`config.mk`:
```
export PLATFORM = sky130hd
export DESIGN_NAME = ddr_cmd_sched
export DESIGN_NICKNAME = d
export VERILOG_FILES = /design/src/rtl/ddr_sched_pkg.sv /design/src/rtl/ddr_bank_table.sv /design/src/rtl/ddr_cmd_sched.sv
export SDC_FILE = /design/constraint.sdc
export NUM_CORES = 1
export LEC_CHECK = 0
export ABC_CLOCK_PERIOD_IN_PS = 3870
export CELL_PAD_IN_SITES_DETAIL_PLACEMENT = 1
export CELL_PAD_IN_SITES_GLOBAL_PLACEMENT = 2
export CORE_ASPECT_RATIO = 1.4
export CORE_MARGIN = 8
export CORE_UTILIZATION = 25
export CTS_CLUSTER_SIZE = 20
export DETAILED_ROUTE_END_ITERATION = 10
export PLACE_DENSITY_LB_ADDON = 0.1
export RECOVER_POWER = 50
export SLEW_MARGIN = 15
export SYNTH_ARGS = -nofsm -noshare
export SYNTH_HDL_FRONTEND = slang
export SYNTH_HIERARCHICAL = 1
export SYNTH_SLANG_ARGS = --single-unit
```
`constraint.sdc`:
```
create_clock -name i_clk -period 3.87 [get_ports i_clk]
set_input_delay 0.774 -clock i_clk [delete_from_list [all_inputs] [get_ports i_clk]]
set_output_delay 0.774 -clock i_clk [all_outputs]
set_load 0.01 [all_outputs]
```
`src/rtl/ddr_sched_pkg.sv`:
```
// Shared types and constants for the DDR4 in-order command scheduler:
// command/kind/state encodings, address-field positions, bank entry layout.
package ddr_sched_pkg;

  typedef enum logic [2:0] {
    CMD_NOP = 3'd0,
    CMD_ACT = 3'd1,
    CMD_PRE = 3'd2,
    CMD_RD  = 3'd3,
    CMD_WR  = 3'd4
  } cmd_e;

  typedef enum logic [1:0] {
    KIND_HIT      = 2'd0,
    KIND_CLOSED   = 2'd1,
    KIND_CONFLICT = 2'd2
  } kind_e;

  typedef enum logic [2:0] {
    ST_IDLE      = 3'd0,
    ST_DECODE    = 3'd1,
    ST_PRE       = 3'd2,
    ST_WAIT_RP   = 3'd3,
    ST_ACT       = 3'd4,
    ST_WAIT_RCD  = 3'd5,
    ST_CAS       = 3'd6,
    ST_WAIT_DATA = 3'd7
  } state_e;

  localparam int ADDR_W  = 33;
  localparam int ROW_MSB = 32;
  localparam int ROW_LSB = 18;
  localparam int COL_MSB = 17;
  localparam int COL_LSB = 10;
  localparam int BA_MSB  = 9;
  localparam int BA_LSB  = 8;
  localparam int BG_MSB  = 7;
  localparam int BG_LSB  = 6;

  localparam int ROW_W  = 15;
  localparam int COL_W  = 8;
  localparam int RAS_W  = 8;
  localparam int WAIT_W = 8;
  localparam int NBANKS = 16;

  localparam logic [1:0] OP_READ   = 2'd0;
  localparam logic [1:0] OP_WRITE  = 2'd1;
  localparam logic [1:0] OP_IFETCH = 2'd2;

  localparam int DEF_T_RCD   = 24;
  localparam int DEF_T_RP    = 24;
  localparam int DEF_T_CL    = 24;
  localparam int DEF_T_CWL   = 20;
  localparam int DEF_T_BURST = 4;
  localparam int DEF_T_RAS   = 52;

  typedef struct packed {
    logic             open;
    logic [ROW_W-1:0] row;
    logic [RAS_W-1:0] ras_cnt;
  } bank_entry_t;

  function automatic logic [3:0] bank_idx(input logic [1:0] bg, input logic [1:0] ba);
    return {bg, ba};
  endfunction

endpackage

```
`src/rtl/ddr_bank_table.sv`:
```
// Per-bank open-row state for all 16 banks, with a free-running tRAS
// countdown per bank that keeps ticking regardless of scheduler state.
module ddr_bank_table
  import ddr_sched_pkg::*;
#(
  parameter int T_RAS = DEF_T_RAS
) (
  input  logic             i_clk,
  input  logic             i_rst,
  input  logic [3:0]       i_rd_idx,
  output bank_entry_t      o_rd_entry,
  input  logic             i_set,
  input  logic             i_clr,
  input  logic [3:0]       i_wr_idx,
  input  logic [ROW_W-1:0] i_wr_row
);

  bank_entry_t r_banks [NBANKS];

  // An ACT reloads the tRAS window; every other bank just counts toward zero.
  always_ff @(posedge i_clk) begin
    if (i_rst) begin
      for (int i = 0; i < NBANKS; i++) begin
        r_banks[i] <= '0;
      end
    end else begin
      for (int i = 0; i < NBANKS; i++) begin
        if (i_set && (i_wr_idx == 4'(i))) begin
          r_banks[i].open    <= 1'b1;
          r_banks[i].row     <= i_wr_row;
          r_banks[i].ras_cnt <= RAS_W'(T_RAS - 1);
        end else begin
          if (i_clr && (i_wr_idx == 4'(i))) begin
            r_banks[i].open <= 1'b0;
          end
          if (r_banks[i].ras_cnt != '0) begin
            r_banks[i].ras_cnt <= r_banks[i].ras_cnt - 1'b1;
          end
        end
      end
    end
  end

  assign o_rd_entry = r_banks[i_rd_idx];

endmodule

```
`src/rtl/ddr_cmd_sched.sv`:
```
// In-order DDR4 command scheduler: takes one queue-head request at a time and
// sequences PRE/ACT/RD/WR under an open-page policy, then pulses done.
module ddr_cmd_sched
  import ddr_sched_pkg::*;
#(
  parameter int T_RCD   = DEF_T_RCD,
  parameter int T_RP    = DEF_T_RP,
  parameter int T_CL    = DEF_T_CL,
  parameter int T_CWL   = DEF_T_CWL,
  parameter int T_BURST = DEF_T_BURST,
  parameter int T_RAS   = DEF_T_RAS
) (
  input  logic              i_clk,
  input  logic              i_rst,
  input  logic              i_req_valid,
  output logic              o_req_ready,
  input  logic [1:0]        i_req_op,
  input  logic [ADDR_W-1:0] i_req_addr,
  output logic              o_cmd_valid,
  output cmd_e              o_cmd,
  output logic [1:0]        o_cmd_bg,
  output logic [1:0]        o_cmd_ba,
  output logic [ROW_W-1:0]  o_cmd_row,
  output logic [COL_W-1:0]  o_cmd_col,
  output logic              o_done_valid,
  output logic [1:0]        o_done_op,
  output kind_e             o_done_kind
);

  state_e             r_state;
  state_e             w_next_state;
  logic [1:0]         r_op;
  logic [1:0]         r_bg;
  logic [1:0]         r_ba;
  logic [ROW_W-1:0]   r_row;
  logic [COL_W-1:0]   r_col;
  kind_e              r_kind;
  logic [WAIT_W-1:0]  r_wait_cnt;

  bank_entry_t        w_entry;
  kind_e              w_kind;
  logic [3:0]         w_bank_idx;
  logic               w_bank_set;
  logic               w_bank_clr;
  logic               w_pre_fire;
  logic               w_wait_done;
  logic               w_is_write;
  logic               w_unused;

  assign w_bank_idx  = bank_idx(r_bg, r_ba);
  assign w_pre_fire  = (r_state == ST_PRE) && (w_entry.ras_cnt == '0);
  assign w_wait_done = (r_wait_cnt == '0);
  assign w_is_write  = (r_op == OP_WRITE);
  assign w_kind      = !w_entry.open           ? KIND_CLOSED :
                       (w_entry.row == r_row)  ? KIND_HIT    : KIND_CONFLICT;
  assign w_unused    = ^i_req_addr[BG_LSB-1:0];

  ddr_bank_table #(.T_RAS(T_RAS)) u_bank_table (
    .i_clk      (i_clk),
    .i_rst      (i_rst),
    .i_rd_idx   (w_bank_idx),
    .o_rd_entry (w_entry),
    .i_set      (w_bank_set),
    .i_clr      (w_bank_clr),
    .i_wr_idx   (w_bank_idx),
    .i_wr_row   (r_row)
  );

  always_ff @(posedge i_clk) begin
    if (i_rst) begin
      r_state <= ST_IDLE;
    end else begin
      r_state <= w_next_state;
    end
  end

  always_ff @(posedge i_clk) begin
    if (i_rst) begin
      r_op   <= '0;
      r_bg   <= '0;
      r_ba   <= '0;
      r_row  <= '0;
      r_col  <= '0;
      r_kind <= KIND_HIT;
    end else begin
      if ((r_state == ST_IDLE) && i_req_valid) begin
        r_op  <= i_req_op;
        r_row <= i_req_addr[ROW_MSB:ROW_LSB];
        r_col <= i_req_addr[COL_MSB:COL_LSB];
        r_ba  <= i_req_addr[BA_MSB:BA_LSB];
        r_bg  <= i_req_addr[BG_MSB:BG_LSB];
      end
      if (r_state == ST_DECODE) begin
        r_kind <= w_kind;
      end
    end
  end

  // Each wait state is entered one cycle after its issuing command, so the
  // load value is the gap minus the issue cycle and the final zero cycle.
  always_ff @(posedge i_clk) begin
    if (i_rst) begin
      r_wait_cnt <= '0;
    end else begin
      case (r_state)
        ST_PRE: begin
          if (w_pre_fire) begin
            r_wait_cnt <= WAIT_W'(T_RP - 2);
          end
        end
        ST_ACT:  r_wait_cnt <= WAIT_W'(T_RCD - 2);
        ST_CAS:  r_wait_cnt <= w_is_write ? WAIT_W'(T_CWL + T_BURST - 1)
                                          : WAIT_W'(T_CL + T_BURST - 1);
        ST_WAIT_RP, ST_WAIT_RCD, ST_WAIT_DATA: begin
          if (!w_wait_done) begin
            r_wait_cnt <= r_wait_cnt - 1'b1;
          end
        end
        default: ;
      endcase
    end
  end

  always_comb begin
    w_next_state = r_state;
    case (r_state)
      ST_IDLE:      if (i_req_valid) w_next_state = ST_DECODE;
      ST_DECODE: begin
        case (w_kind)
          KIND_HIT:    w_next_state = ST_CAS;
          KIND_CLOSED: w_next_state = ST_ACT;
          default:     w_next_state = ST_PRE;
        endcase
      end
      ST_PRE:       if (w_pre_fire) w_next_state = ST_WAIT_RP;
      ST_WAIT_RP:   if (w_wait_done) w_next_state = ST_ACT;
      ST_ACT:       w_next_state = ST_WAIT_RCD;
      ST_WAIT_RCD:  if (w_wait_done) w_next_state = ST_CAS;
      ST_CAS:       w_next_state = ST_WAIT_DATA;
      ST_WAIT_DATA: if (w_wait_done) w_next_state = ST_IDLE;
      default:      w_next_state = ST_IDLE;
    endcase
  end

  // Reset forces every output quiet, even while the state is still mid-request.
  always_comb begin
    o_req_ready  = 1'b0;
    o_cmd_valid  = 1'b0;
    o_cmd        = CMD_NOP;
    o_cmd_bg     = '0;
    o_cmd_ba     = '0;
    o_cmd_row    = '0;
    o_cmd_col    = '0;
    o_done_valid = 1'b0;
    o_done_op    = '0;
    o_done_kind  = KIND_HIT;
    w_bank_set   = 1'b0;
    w_bank_clr   = 1'b0;
    if (!i_rst) begin
      case (r_state)
        ST_IDLE: o_req_ready = 1'b1;
        ST_PRE: begin
          if (w_pre_fire) begin
            o_cmd_valid = 1'b1;
            o_cmd       = CMD_PRE;
            w_bank_clr  = 1'b1;
          end
        end
        ST_ACT: begin
          o_cmd_valid = 1'b1;
          o_cmd       = CMD_ACT;
          w_bank_set  = 1'b1;
        end
        ST_CAS: begin
          o_cmd_valid = 1'b1;
          o_cmd       = w_is_write ? CMD_WR : CMD_RD;
        end
        ST_WAIT_DATA: begin
          if (w_wait_done) begin
            o_done_valid = 1'b1;
            o_done_op    = r_op;
            o_done_kind  = r_kind;
          end
        end
        default: ;
      endcase
      if (o_cmd_valid) begin
        o_cmd_bg  = r_bg;
        o_cmd_ba  = r_ba;
        o_cmd_row = r_row;
        o_cmd_col = r_col;
      end
    end
  end

endmodule

```
==> results of run 1 <==
## sequential cells by signal, summed over array words and instances, names as in the netlist
register / count
r_wait_cnt: 8
r_ba: 2
u_bank_table/r_banks: 384
r_bg: 2
r_state: 3
r_op: 2
r_row: 15
r_kind: 2
r_col: 8
## worst max-delay path: stages (launching register included)
cell and delay [ns]:
dfxtp_4 0.41, buf_12 0.12, buf_8 0.10, buf_6 0.08, mux4_2 0.49, a22oi_2 0.23, buf_6 0.14, nand2_4 0.05
nor4_4 0.32, buf_4 0.18, a31oi_4 0.10, nor3_4 0.17, buf_6 0.16, buf_8 0.13, and2_1 0.12, buf_2 0.12
## metrics by stage
step / setup slack [ns] / instance area (sq um) / hold slack, ns / util / cells
finish: -0.457 / 26600 / 0.390 / 0.311 / 3118
detailed placement: -0.365 / 24600 / 0.446 / 0.288 / 3008
global placement: -0.333 / 24600 / 0.443 / 0.288 / 3008
CTS: -0.664 / 26400 / 0.343 / 0.308 / 3111
floorplan: 0.0658 / 21600 / 0.432 / - / 1773
global route: -0.616 / 26600 / 0.368 / 0.311 / 3118
## Yosys cell counts (20+ instances only)
library cell  instances
edfxtp_1            384
nor2_1              286
nand2_1             134
a21oi_1             104
mux4_2               96
inv_1                81
clkbuf_1             65
a22oi_1              48
nor3_1               47
and2_1               42
dfxtp_1              42
xnor2_1              42
nand2b_1             36
o21a_1               34
ha_1                 33
xor2_1               30
buf_2                28
nor4_1               24
mux2i_1              23
o21ai_0              23
nor3b_1              20
## routing by layer
metal | vias to the layer above | share of wire
met3 | 83 | 0.031
met5 | - | 0
li1 | 6914 | -
met4 | 0 | 0.024
met2 | 223 | 0.53
met1 | 7657 | 0.41
## cells by family after synthesis
kind of cell               count (synthesis)
muxes                                    119
and+or+nand+nor                          679
DFF                                      426
xor gates and xnor gates                  72
AOI/OAI and AO/OA                        257
adders and majority gates                 33
buffers and inverters                    187
## repair_timing
item / CTS / global route
pin swaps: 13 / 15
cloned: 3 / 0
gates resized for setup: 153 / 84
endpoints found under the setup margin: 37 / 37
endpoints found under the hold margin: 0 / 0
setup buffers: 17 / 12
## cells in the final DEF (no fill, tap or decap), drive strengths merged, types with 21 or more instances in the layout
cell	instances
a21oi	107
a22oi	48
and2	42
buf	218
clkbuf	73
clkdlybuf4s50	34
dfxtp	42
edfxtp	384
ha	33
inv	82
mux2i	23
mux4	96
nand2	134
nand2b	36
nor2	287
nor3	51
nor3b	21
nor4	27
o21a	34
o21ai	23
xnor2	42
xor2	30
## area by class of cell
cell class / instances / area share
flip-flops and latches: 426 / 0.465
well taps: 1096 / 0.0515
inverters: 81 / 0.0114
repair buffers: 271 / 0.0921
clock inverters: 26 / 0.00977
multi-input cells: 1160 / 0.324
clock buffers: 58 / 0.0465
## report_power, final
group | internal (mW) | leakage (nW) | switching (mW) | total, mW
Clock | 2.55 | 0.724 | 1.94 | 4.49
Sequential | 6.05 | 4.45 | 0.728 | 6.78
Combinational | 3.30 | 4.67 | 3.72 | 7.02
## worst paths after layout
check / end / slack (ns) / cells past startpoint
setup / recovery: o_cmd_col[7] / -0.46 / 15
setup reg to reg: u_bank_table/r_banks[4][23] / 0.15 / 18
hold reg to reg: r_col[3] / 0.46 / 2
hold / removal: r_bg[1] / 0.39 / 2
==> summary.md, run 1 <==
| Metric | Value |
|---|---|
| Outcome | complete, but fails checks |
| Failing checks | capacitance limit, slew limit, setup timing |
| Initial antenna violation count | 1 |
| Synthesized instance count | 1773 |
| Hold_sp | i_rst |
| Fin crit period | 4.33 ns |
| Post-route setup TNS | -12.45 ns |
| R2R Path Start | r_ba[0] |
| Ys flop type | edfxtp_1 |
| Syn_nets | 1844 |
| Final Cycle Share | 1.12 |
| Synth area leaders | edfxtp_1, mux4_2, nor2_1 |
| Max Fclk | 231 MHz |
| Synth Area in Simple Gates | 0.156 |
| #FFs+latches synth | 426 |
| Die ar. | 96100 sq um |
| Clock Path Buffers | 3 |
| Hold WC Path Type | in2reg |
| First-pass GRT wire length | 108000 um |
| I/O pin total | 75 |
| Yosys top cell area share | 0.534 |
| Setup repair after global routing missed its margin | true |
| Sequential area share after synthesis | 0.573 |
| Vias per cell | 4.77 |
| Grt met1 use | 0.176 |
| Post-synthesis compound-gate area fraction | 0.0753 |
| Total power divided by cell area | 687 nW/um^2 |
| Via count | 14877 |
| Cts-stage hold buffer count | 0 |
| Register area | 12400 sq um |
| Critical path required time | 3.10 ns |
| CTS H-Tree Depth | 2 |
| Area Overhead vs Synth | 23.4% |
| Clock Sinks | 426 |
| CTS Root Cell | clkbuf_16 |
| VDD IR max | roughly 300 uV |
| Die height | 364 um |
| Synth async-reset ratio | 0 |
| Initial core utilization | 0.252 |
| Post-Syn Area | 21600 sq um |
| Worst-Margin Slew | 2.30 ns |
| Critical Path Fanout Max | 7 |
| Vias in the first global route | 16155 |
| Startpoint class of the critical path | flip-flop |
| Largest family of logic cells by synthesized area | simple AND/OR/NAND/NOR gates |
| Leak | 9.85 nW |
| DRC viols | 0 |
| N_diodes | 0 |
| Core ar. | 85600 sq um |
| Clock Skews | 0.0328 ns |
| Grt ovf | 0 |
| Final Hold Vio Count | 0 |
| CTS clk-pin slew, worst paths | around 0.06 ns |
| TritonCTS clock tree | done |
| Total power | ~18 mW |
| Final WS setup | -0.457 ns |
| Gr usage total | 0.149 |
| Placement Rows | between 100 and 150 |
| Area occupied by multi-input gates | between 8000 and 9000 sq um |
| Nets | about 2100 |
| Final WL | 72100 um |
| CP Launch Point | r_ba[0] |
| GR Util met2 | 0.279 |
| Setup violators final | 29 |
| YS warnings | 6 |
| WL/cell | 23.1 um |
| Die Wd | between 200 and 300 um |
| Worst skew pair latency | 0.62 ns |
| Setup Crit Path Kind | reg2out |
| DRT Pass-1 Iters | 4 |
| Number of DRC markers in iteration 0 | 663 |
| Mux contribution to synthesized area | 0.111 |
| Slew HR | -0.530 |
| Post-synth cell types | 71 |
| Max-cap violations | 1 |
| Num CTS Buffers | 47 |
| Layout cell share with drive strength beyond 1 | 0.228 |
| Filler cells | 9235 |
| Post-synthesis adder-cell area fraction | 0.0191 |
| Crit end category | primary output |
| Busiest grt layer | met2 |
| Dpl hpwl | 50000 um |
| Number of enable flip-flop cells after synthesis | 384 |
| Final antenna-violating net count | 0 |
| Max Slew Vio Count | 49 |
| Synth Area per Inst | 12.2 sq um |
| Largest net degree at the start of global routing | 110 |
| Worst EP arrival | 3.55 ns |
| Met3 GRT Util | 0.0220 |
| Xor/xnor share of the synthesized area | 0.0292 |
| Synth area leader | edfxtp_1 |
| GP Congestion | 0.724 |
| PortBufs | 68 |
No activity file was read; power rests on OpenSTA's default activity.
==> run 2, diff against run 1 <==
--- a/config.mk
+++ b/config.mk
@@ -9,12 +9,12 @@
 export CELL_PAD_IN_SITES_DETAIL_PLACEMENT = 1
 export CELL_PAD_IN_SITES_GLOBAL_PLACEMENT = 2
 export CORE_ASPECT_RATIO = 1.4
-export CORE_MARGIN = 8
 export CORE_UTILIZATION = 25
 export CTS_CLUSTER_SIZE = 20
 export DETAILED_ROUTE_END_ITERATION = 10
 export PLACE_DENSITY_LB_ADDON = 0.1
 export RECOVER_POWER = 50
+export REMOVE_ABC_BUFFERS = 1
 export SLEW_MARGIN = 15
 export SYNTH_ARGS = -nofsm -noshare
 export SYNTH_HDL_FRONTEND = slang
==> summary.md, run 2 (same netlist as run 1, synthesis figures left out) <==
| Metric | Value |
|---|---|
| Clock Skews | 0.0184 ns (-0.0144 ns) |
| Commonest non-fill, non-tap cell in the layout | edfxtp_1 |
| Top reg by flops | u_bank_table/r_banks |
| Die ar. | 87500 sq um (-8.9%) |
| Vias per cell | 4.80 (+0.70%) |
| Setup repair after global routing missed its margin | true |
| Worst path cell trace | buf_12, buf_4, mux4_2, a22oi_1, nand2_2, nor4_4, buf_4, a31oi_4, nor3_4, buf_12, buf_12, buf_16, and2_4, buf_6 |
| DRT Pass-1 Iters | 4 (unchanged) |
| I/O pin total | 75 (unchanged) |
| Num CTS Buffers | 49 (+4.3%) |
| Fin crit period | 4.46 ns (+0.129 ns) |
| R2r setup slk | 0.05 ns (-0.10 ns) |
| Most common cell on crit path | buf_12 |
| CTS clk-pin slew, worst paths | 0.06 ns (about the same) |
| Max Fclk | 224 MHz (-2.9%) |
| Final WS setup | -0.586 ns (-0.129 ns) |
| CTS H-Tree Depth | 2 (unchanged) |
| Final WL | 76900 um (+6.7%) |
| N_diodes | 0 (unchanged) |
| Max-cap violations | 2 (+1) |
| Layout cell share with drive strength beyond 1 | 0.240 (+0.0114) |
| Core ar. | 85500 sq um (-0.19%) |
| Worst EP arrival | 3.68 ns (+0.13 ns) |
| Worst skew pair latency | 0.62 ns (about the same) |
| Grt ovf | 0 (unchanged) |
| Worst r2r path cells | 17 (-1) |
| Worst-Margin Slew | 2.94 ns (+0.642 ns) |
| Post-route setup TNS | -25.45 ns (-13.00 ns) |
| Max FFs per register | 384 (unchanged) |
| Initial core utilization | 0.252 (+0.000468) |
| Placed Cells | 3021 (+0.43%) |
| VDD IR max | 339 uV (+13%) |
| R2R Path Start | r_ba[0] |
| Slew HR | -0.958 (-0.428) |
| Via count | 15039 (+1.1%) |
| Final Cycle Share | 1.15 (+0.0334) |
| Clock Path Buffers | 3 (unchanged) |
| Nets | 2067 (+0.44%) |
| Die Wd | 250 um (-5.3%) |
| Final antenna-violating net count | 0 (unchanged) |
| Setup violators final | 93 (+220%) |
| Largest net degree at the start of global routing | 119 (+8.2%) |
| DRC viols | 0 (unchanged) |
| Hold WC Path Type | reg2reg |
| Gr usage total | 0.177 (+0.0281) |
| Crit path to | o_cmd_ba[0] |
| Critical Path Fanout Max | 7 (unchanged) |
| Total power divided by cell area | 701 nW/um^2 (+2.1%) |
| Startpoint class of the critical path | flip-flop |
| Die height | 350 um (-3.9%) |
| PortBufs | 68 (unchanged) |
| Failing checks | capacitance limit, slew limit, setup timing |
| CP max stage delay | 0.55 ns (+0.06 ns) |
| Max Slew Vio Count | 161 (+230%) |
| Critical path required time | 3.10 ns (about the same) |
| Most frequent cells in the layout | edfxtp_1, nor2_1, buf_4, nand2_1, a21oi_1 |
| Vias in the first global route | 16438 (+1.8%) |
| TritonCTS clock tree | done |
| Placement Rows | 127 (unchanged) |
| WL/cell | 24.6 um (+6.3%) |
| CP Launch Point | r_ba[0] |
| Worst R2R End | u_bank_table/r_banks[11][23] |
| Initial antenna violation count | 1 (unchanged) |
| Slowest cell on the critical path | mux4_2 |
| Leak | 10.0 nW (+1.6%) |
| Top Registers | u_bank_table/r_banks (384), r_row (15) |
| Cell Count, Final, Fillers Out | 3130 (+0.38%) |
| Area Overhead vs Synth | 24.6% |
| Final Hold Vio Count | 0 (unchanged) |
| Number of DRC markers in iteration 0 | 710 (+7.1%) |
| CTS Root Cell | clkbuf_16 |
| Crit end category | primary output |
| Outcome | complete, but fails checks |
| Clock Sinks | 426 (unchanged) |
| GP Congestion | 0.799 (+10%) |
| Dpl hpwl | 53700 um (+7.4%) |
| Total power | 18.8 mW (+3.1%) |
| First-pass GRT wire length | 113000 um (+5.1%) |
| Setup Crit Path Kind | reg2out |
==> run 2: cell types whose count changed in the layout (fill, tap and decap cells not counted), sizes merged <==
cell | previous run | this run
buf | 218 | 233
clkbuf | 73 | 61
bufinv | 4 | 8
clkinv | 19 | 22
clkinvlp | 2 | 4
clkdlybuf4s50 | 34 | 33
dlymetal6s2s | 0 | 1
==> run 2: layout make-up <==
type,count,area (sq um)
fill,9249,58600
sequential,426,12400
multi-input combinational,1160,8630
timing repair buffer,278,2520
tap,1096,1370
clock buffer,54,1240
clock inverter,35,432
inverter,81,304
==> run 2: worst max-delay path: cells and delay by family, from the launching register on <==
family	cells	cell delay [ns]
AOI/OAI and AO/OA	2	0.34
buffers and inverters	7	0.92
DFF	1	0.42
muxes	1	0.55
and+or+nand+nor	4	0.83
==> run 2: layer usage <==
layer | up-vias | global-route usage | wire, um
li1 | 6953 | - | -
met3 | 74 | 0.0231 | 2370
met1 | 7787 | 0.192 | 29200
met4 | 2 | 0.0399 | 1330
met2 | 223 | 0.357 | 44000
met5 | - | 0 | 10
==> run 2: worst min-delay path by stage <==
stage / to / from / depth (start not counted) / slack, ns
2_1_floorplan: r_col[0] / r_col[0] / 2 / 0.43
3_3_place_gp: r_col[7] / r_col[7] / 2 / 0.44
3_5_place_dp: r_col[0] / r_col[0] / 2 / 0.45
4_1_cts: r_col[7] / r_col[7] / 2 / 0.46
5_1_grt: r_col[7] / r_col[7] / 2 / 0.48
6_report: r_col[2] / r_col[2] / 2 / 0.46
==> run 2: power by group <==
group	leakage (nW)	switching (mW)	internal, mW
Combinational	4.74	3.90	3.30
Clock	0.813	2.09	2.87
Sequential	4.45	0.642	6.05
Total	10.0	6.63	12.2
==> run 2: stage by stage <==
| stage | area [sq um] | hold WS (ns) | utilization | worst slack, ns |
|---|---|---|---|---|
| floorplan | 21100 | 0.426 | - | -3.33 |
| global placement | 24700 | 0.443 | 0.289 | -0.501 |
| detailed placement | 24700 | 0.450 | 0.289 | -0.481 |
| CTS | 26800 | 0.459 | 0.313 | -0.651 |
| global route | 26900 | 0.481 | 0.314 | -0.689 |
| finish | 26900 | 0.462 | 0.314 | -0.586 |
==> run 2: timing repair <==
| action | in CTS | in global routing |
|---|---|---|
| gates cloned | 3 | 0 |
| setup endpoints to repair | 39 | 38 |
| hold buffers | 0 | 0 |
| pin swaps | 19 | 13 |
| gates resized for setup | 189 | 30 |
| setup buffers | 18 | 5 |
